File: src/rtl/program_loader.sv
// Byte-stream boot loader: writes a framed program image into RAM
// and holds the CPU in reset until the image checksum verifies.
module program_loader #(
    parameter int unsigned             ADDR_WIDTH    = 4,
    parameter int unsigned             DATA_WIDTH    = 8,
    parameter logic [DATA_WIDTH-1:0]   HEADER_BYTE   = 8'hA5,
    parameter bit                      HOLD_AT_RESET = 1'b1
) (
    input  logic                  clk,
    input  logic                  reset,
    input  logic [DATA_WIDTH-1:0] in_data,
    input  logic                  in_valid,
    output logic                  in_ready,
    output logic                  ram_we,
    output logic [ADDR_WIDTH-1:0] ram_addr,
    output logic [DATA_WIDTH-1:0] ram_wdata,
    output logic                  cpu_hold,
    output logic                  load_done,
    output logic                  load_err
);

    localparam int unsigned DEPTH = 2 ** ADDR_WIDTH;
    localparam int unsigned CW    = ADDR_WIDTH + 1;

    typedef enum logic [2:0] {
        IDLE,
        COUNT,
        DATA,
        CHECK,
        EVAL,
        DONE,
        ERROR
    } state_t;

    state_t                state_q, state_d;
    logic [CW-1:0]         cnt_q, cnt_d;
    logic [CW-1:0]         idx_q, idx_d;
    logic [DATA_WIDTH-1:0] sum_q, sum_d;
    logic [DATA_WIDTH-1:0] csum_q, csum_d;
    logic                  ram_we_q, ram_we_d;
    logic [ADDR_WIDTH-1:0] ram_addr_q, ram_addr_d;
    logic [DATA_WIDTH-1:0] ram_wdata_q, ram_wdata_d;
    logic                  cpu_hold_q, cpu_hold_d;
    logic                  load_done_q, load_done_d;
    logic                  load_err_q, load_err_d;

    logic        accept;
    logic        is_hdr;
    logic        restart;
    logic [31:0] n_ext;

    // Handshake: stall only during the checksum evaluation cycle or reset.
    always_comb begin
        in_ready = reset && (state_q != EVAL);
        accept   = in_valid && in_ready;
        is_hdr   = accept && (in_data == HEADER_BYTE);
        n_ext    = 32'(in_data);
    end

    // Next-state and register updates for the frame parser.
    always_comb begin
        state_d     = state_q;
        cnt_d       = cnt_q;
        idx_d       = idx_q;
        sum_d       = sum_q;
        csum_d      = csum_q;
        ram_we_d    = 1'b0;
        ram_addr_d  = ram_addr_q;
        ram_wdata_d = ram_wdata_q;
        cpu_hold_d  = cpu_hold_q;
        load_done_d = load_done_q;
        load_err_d  = load_err_q;
        restart     = 1'b0;

        unique case (state_q)
            IDLE: begin
                restart = is_hdr;
            end
            COUNT: begin
                if (accept) begin
                    if (n_ext == 32'd0 || n_ext > DEPTH) begin
                        state_d = ERROR;
                    end else begin
                        cnt_d   = n_ext[CW-1:0];
                        state_d = DATA;
                    end
                end
            end
            DATA: begin
                if (accept) begin
                    ram_we_d    = 1'b1;
                    ram_addr_d  = idx_q[ADDR_WIDTH-1:0];
                    ram_wdata_d = in_data;
                    sum_d       = sum_q + in_data;
                    idx_d       = idx_q + 1'b1;
                    if (idx_d == cnt_q) begin
                        state_d = CHECK;
                    end
                end
            end
            CHECK: begin
                if (accept) begin
                    csum_d  = in_data;
                    state_d = EVAL;
                end
            end
            EVAL: begin
                state_d = (sum_q == csum_q) ? DONE : ERROR;
            end
            DONE: begin
                restart     = is_hdr;
                load_done_d = 1'b1;
                load_err_d  = 1'b0;
                cpu_hold_d  = 1'b0;
            end
            ERROR: begin
                restart     = is_hdr;
                load_err_d  = 1'b1;
                load_done_d = 1'b0;
                cpu_hold_d  = 1'b1;
            end
            default: begin
                state_d = IDLE;
            end
        endcase

        if (restart) begin
            state_d     = COUNT;
            cpu_hold_d  = 1'b1;
            load_done_d = 1'b0;
            load_err_d  = 1'b0;
            sum_d       = '0;
            idx_d       = '0;
        end
    end

    // State and output registers; reset aborts any frame in progress.
    always_ff @(posedge clk or negedge reset) begin
        if (!reset) begin
            state_q     <= IDLE;
            cnt_q       <= '0;
            idx_q       <= '0;
            sum_q       <= '0;
            csum_q      <= '0;
            ram_we_q    <= 1'b0;
            ram_addr_q  <= '0;
            ram_wdata_q <= '0;
            cpu_hold_q  <= HOLD_AT_RESET;
            load_done_q <= 1'b0;
            load_err_q  <= 1'b0;
        end else begin
            state_q     <= state_d;
            cnt_q       <= cnt_d;
            idx_q       <= idx_d;
            sum_q       <= sum_d;
            csum_q      <= csum_d;
            ram_we_q    <= ram_we_d;
            ram_addr_q  <= ram_addr_d;
            ram_wdata_q <= ram_wdata_d;
            cpu_hold_q  <= cpu_hold_d;
            load_done_q <= load_done_d;
            load_err_q  <= load_err_d;
        end
    end

    assign ram_we    = ram_we_q;
    assign ram_addr  = ram_addr_q;
    assign ram_wdata = ram_wdata_q;
    assign cpu_hold  = cpu_hold_q;
    assign load_done = load_done_q;
    assign load_err  = load_err_q;

endmodule

File: config.mk
export PLATFORM = sky130hd
export DESIGN_NAME = program_loader
export DESIGN_NICKNAME = d
export VERILOG_FILES = /design/src/rtl/program_loader.sv
export SDC_FILE = /design/constraint.sdc
export NUM_CORES = 1
export LEC_CHECK = 0
export ABC_AREA = 1
export BUFFER_PORTS_ARGS = -buffer_cell sky130_fd_sc_hd__buf_2
export CORE_ASPECT_RATIO = 1.5
export CORE_MARGIN = 2
export CORE_UTILIZATION = 58
export CTS_BUF_LIST = sky130_fd_sc_hd__clkbuf_16
export CTS_CLUSTER_SIZE = 10
export DETAILED_ROUTE_END_ITERATION = 10
export GPL_TIMING_DRIVEN = 0
export HOLD_SLACK_MARGIN = 0.1
export PLACE_DENSITY_LB_ADDON = 0.05
export SLEW_MARGIN = 20
export SYNTH_ARGS = -nofsm -noshare
export SYNTH_HDL_FRONTEND = slang
export SYNTH_SLANG_ARGS = --single-unit
File: constraint.sdc
create_clock -name clk -period 2.64 [get_ports clk]
set_clock_uncertainty 0.15 [all_clocks]
set_input_delay 0.396 -clock clk [delete_from_list [all_inputs] [get_ports clk]]
set_output_delay 0.396 -clock clk [all_outputs]
set_load 0.02 [all_outputs]
After elaboration in Yosys (flattened, before gate mapping)
Cells that the tools add are included.
- bits in registers: 45
- word-level logic and storage cells: 67
- input bits: 11
- output and inout port bits: 17
- reduce and logical (&&, ||, !) cells: 15
- bitwise operators: 1
- $lt $le $gt $ge: 1
- add/subtract/negate cells: 2
- equality and inequality tests: 15
- mux-type cells: 22
- operator list (kind ; number):
    $logic_not 32->1 ; 1
    $mux 8 ; 3
    $mux 3 ; 6
    $mux 5 ; 3
    $ne 3x3->1 const B ; 5
    $pmux 3 s5 ; 1
    $eq 3x3->1 const B ; 3
    $add 8x8->8 ; 1
    $eq 8x8->1 ; 1
    $eq 8x8->1 const B ; 1
    $gt 8x5->1 const B ; 1
    $eq 3x2->1 const B ; 2
    $mux 1 ; 6
    $reduce_and 2->1 ; 3
    $add 5x1->5 const B ; 1
    $eq 5x5->1 ; 1
    $reduce_and 5->1 ; 1
    $pmux 1 s2 ; 2
    $reduce_bool 2->1 ; 2
    $eq 3x1->1 const B ; 1
    $logic_and 1x1->1 ; 3
    $logic_not 3->1 ; 1
    $reduce_and 3->1 ; 1
    $reduce_bool 3->1 ; 1
    5 further kinds ; 5

Longest topological paths before layout
- depth after elaboration: 7
- mapped depth: 12
- mapped depth without buffers: 12

Least setup slack after synthesis
OpenSTA, ideal clock, no wires.
- path type: reg-to-reg
- from: register state_q[1]
- to: register ram_addr_q[0] (netlist: ram_addr[0])
- period minus slack after synthesis: 1708 ps
- stages on the path, launching flop included: 12
- setup time: 131 ps
- data required time: 2359 ps
- arrival time: 1427 ps
- path buffers: 2
- setup slack: 932 ps
- path through: dfrtp_1 inv_2 nand2_2 nor2_2 nor2_4 nand2_2 nor2_4 inv_2 buf_6 buf_6 nand2_1 o21ai_0
- longest elaborated chain between the ends: 4
- elaborated cells on any way between the ends: 5
- classes of those cells: eq/ne: 2; reduce/logical: 3
- RTL lines (element ; line ; source):
    start, declared ; 35 ; state_t state_q, state_d;
    start signal, assigned ; 152 ; state_q <= state_d;
    $ne 3x3->1 ; 54 ; in_ready = reset && (state_q != EVAL);
    $logic_and 1x1->1 ; 54 ;
    named net in_ready ; 13 ; output logic in_ready,
    $logic_and 1x1->1 ; 55 ; accept = in_valid && in_ready;
    $reduce_and 2->1 (no line) ; n/a ;
    end signal, assigned ; 158 ; ram_addr_q <= ram_addr_d;
    end, declared ; 41 ; logic [ADDR_WIDTH-1:0] ram_addr_q, ram_addr_d;
The timed path passes the listed nets, and every way through them passes these cells.
A chain may end at the register's enable or synchronous reset.

Worst setup path in the final report
- from: input reset
- to: register ram_wdata_q[5] (netlist: ram_wdata[5])
- longest elaborated chain between the ends: 3
- RTL lines (element ; line ; source):
    start, declared ; 10 ; input logic reset,
    $logic_and 1x1->1 ; 54 ;
    $logic_and 1x1->1 ; 55 ;
    $reduce_and 2->1 (no line) ; n/a ;
    end signal, assigned ; 159 ; ram_wdata_q <= ram_wdata_d;
    end, declared ; 42 ; logic [DATA_WIDTH-1:0] ram_wdata_q, ram_wdata_d;
Every way passes these cells.

==> results.toml <==
[routing]
drt-pass1-iter-count = 6
ant_nets = 0
drt-wirelength-per-cell_um = 14.38
drcViolationCount = 0
drt_iter0_markers = 128
num_vias = 2137
via_per_inst = 5.494
wl_um = 5595

[synth]
synth_seq_cells = 45
syn_avg_cell_area_um2 = 7.927
synth_flop_cell = "dfrtp_1"
ys_seq_area_share_pct = 46.32
syn-cell-area_um2 = 2434
synthCells = 307
async_flop_share_pct = 100.0
synth.net_count = 327
synth_edf_count = 0
synth.distinct_cells = 28
ys_warn_count = 0

[run]
maxCapViolations = 0

[floorplan]
die_x_um = 56.89
io_pins = 28
die_y_um = 83.33
start_util_pct = 60.93
dieArea_um2 = 4741
core_um2 = 3994
placementRows = 28

[global_route]
gr-total-overflow = 0
grt_pass1_wl_um = 9632
grt_pass1_vias = 2118
grt.total_usage_pct = 25.52
grt_max_degree = 47
antenna_found_initial = 0

[finish]
final_layout_size_suffix_gt1_share_pct = 13.37
final_cell_area_um2 = 2805
nets = 363
synthToLayoutAreaGrowth_pct = 15.27
diodes = 0

[pwr]
p_clk_share_pct = 17.7
internal-power_mw = 1.927
sw_frac_of_total_pct = 42.49
ir_drop_uv = 886.3
p_total_mw = 3.350
leakagePower_nw = 1.456
comb_power_share_pct = 45.1
powerDensity_nw_per_um2 = 1194
power_switching_mw = 1.423
p_seq_share_pct = 37.2

[clocking]
cts_made_buffers = 5
clockRootBuffer = "clkbuf_16"
clock_latency_ps = 280
cts.path.max_buffers = 2
h-tree-depth = 2
cts.clk_slew.worst_paths_ps = 60
cts_resized = 0
cts_tree = "built"
cts_sinks = 45

[worst_setup_path]
crit_chain = "dlygate4sd3_1 -> buf_4 -> inv_1 -> nor2_4 -> nand2_2 -> nor2_4 -> inv_2 -> clkbuf_1 -> nand2_1 -> o21ai_0"
critical_path_buf_inv_count = 5
crit_family = "buffers and inverters"
slowest_stage = "dlygate4sd3_1"
required_ps = 2630
arrival_ps = 2220
cp_max_fo = 10
start_kind = "input pin"
cpPeakStageDelay_ps = 540
cpMostUsedCell = "nor2_4"
crit_type = "input pin to register"
end_kind = "register"

[sta]
whs_ps = 280.5
fin_crit_sh_pct = 84.39
fin_crit_ps = 2228
timing.slew.headroom_pct = 62.83
drv_slew = 0
hold_viol = 0
worstMarginPinSlew_ps = 557.5
rsz0062_at_grt = "false"
fmax_ghz = 0.4488
setup_viol = 0

[worst_hold_path]
min_path_type = "input pin to register"

[status]
outcome = "finished clean"

[place]
dp_hpwl_um = 3989
place_area_um2 = 2625
io_buffers = 27
place_congestion = 0.8243
==> worst paths after layout <==
kind	start	endpoint	slack, ps	cells after the start
setup reg to reg	state_q[1]	sum_q[4]	550	9
min in group asynchronous	reset	cpu_hold	500	2
hold / removal	in_data[7]	ram_wdata[7]	280	3
setup / recovery	reset	ram_wdata[5]	410	10
hold reg to reg	ram_addr[0]	ram_addr[0]	330	2
max in group asynchronous	reset	load_err	1610	3
==> cell families (layout without fill, tap and decap cells) <==
family	count (synthesis)	after routing	share of synthesized area, %
AO/OA/AOI/OAI	52	52	11.16
adder cells (fa/ha/maj)	9	9	4.936
AND/OR/NAND/NOR	147	147	26.27
flip-flops	45	45	46.32
XOR/XNOR	11	11	3.959
buffers and inverters	43	80	7.353
==> registers in the layout, indices dropped and copies added (netlist names) <==
signal,flops
state_q,3
csum_q,8
ram_wdata,8
load_done,1
ram_we,1
sum_q,8
cpu_hold,1
cnt_q,5
ram_addr,4
idx_q,5
load_err,1
==> per-stage QoR <==
step           std cells  setup WS [ps]  TNS (ps)  utilization (%)
2_1_floorplan        307          932.3         0                -
3_3_place_gp         379         -144.9     -2416            65.73
3_5_place_dp         379         -155.4     -3107            65.73
4_1_cts              387          122.2         0            69.24
5_1_grt              389          247.4         0            70.24
6_report             389          412.1         0            70.24
==> power groups by stage <==
stage                     registers (mW)  logic (mW)  clock network [mW]
final                               1.25        1.51               0.592
after global routing                1.29        1.72               0.623
after CTS                           1.24        1.51               0.598
after detailed placement            1.25        1.49                   0
after global placement              1.24        1.45                   0
after floorplan                     1.35       0.995                   0
==> synthesized netlist by cell type, drive strengths merged, types with 2 or more instances <==
library cell	instances	area, um2
nand2	87	331.6
nand3b	2	15.01
a21oi	8	40.04
xnor2	10	87.58
dfrtp	44	1101
buf	4	32.53
o22ai	4	25.02
o21ai	37	185.2
nand3	24	120.1
ha	8	100.1
inv	37	138.9
nor2	23	103.9
clkbuf	2	7.510
nand4	9	56.30
==> final cells by class <==
type,count,area (um2)
Clock inverter,3,15.01
Sequential cell,45,1127
Multi-Input combinational cell,219,1127
Inverter,37,138.9
Timing Repair Buffer,29,175.2
Fill cell,349,1189
Tap cell,45,56.30
Clock buffer,5,125.1
Buffer,6,40.04
==> cells in the final DEF, fill, tap and decap left out, types with 4 or more instances in the layout <==
cell / netlist / final
clkbuf_16: 0 / 5
o22ai_1: 4 / 4
nand2_1: 85 / 85
dfrtp_1: 44 / 44
nor2_1: 20 / 20
nand3_1: 24 / 24
o21ai_1: 4 / 4
inv_1: 35 / 37
o21ai_0: 33 / 33
nand4_1: 9 / 9
xnor2_1: 10 / 10
a21oi_1: 8 / 8
buf_2: 2 / 28
ha_1: 8 / 8
==> routing by layer <==
layer	global-route usage, %	vias to the layer above	share of wire (%)
met1	31.03	1007	42
li1	-	1074	-
met5	0	-	0
met4	9.937	0	2.7
met2	43.78	43	52
met3	4.673	13	3.1
==> worst min-delay path, delay by kind of cell <==
kind / cells / cell delay (ps)
AO/OA/AOI/OAI: 1 / 70
buffers and inverters: 2 / 210
==> timing repair <==
item,in CTS,in global routing
buffers inserted,0,0
hold buffers,0,2
endpoints found under the hold margin,0,44
Note: power is estimated with default switching activity, not from simulation.
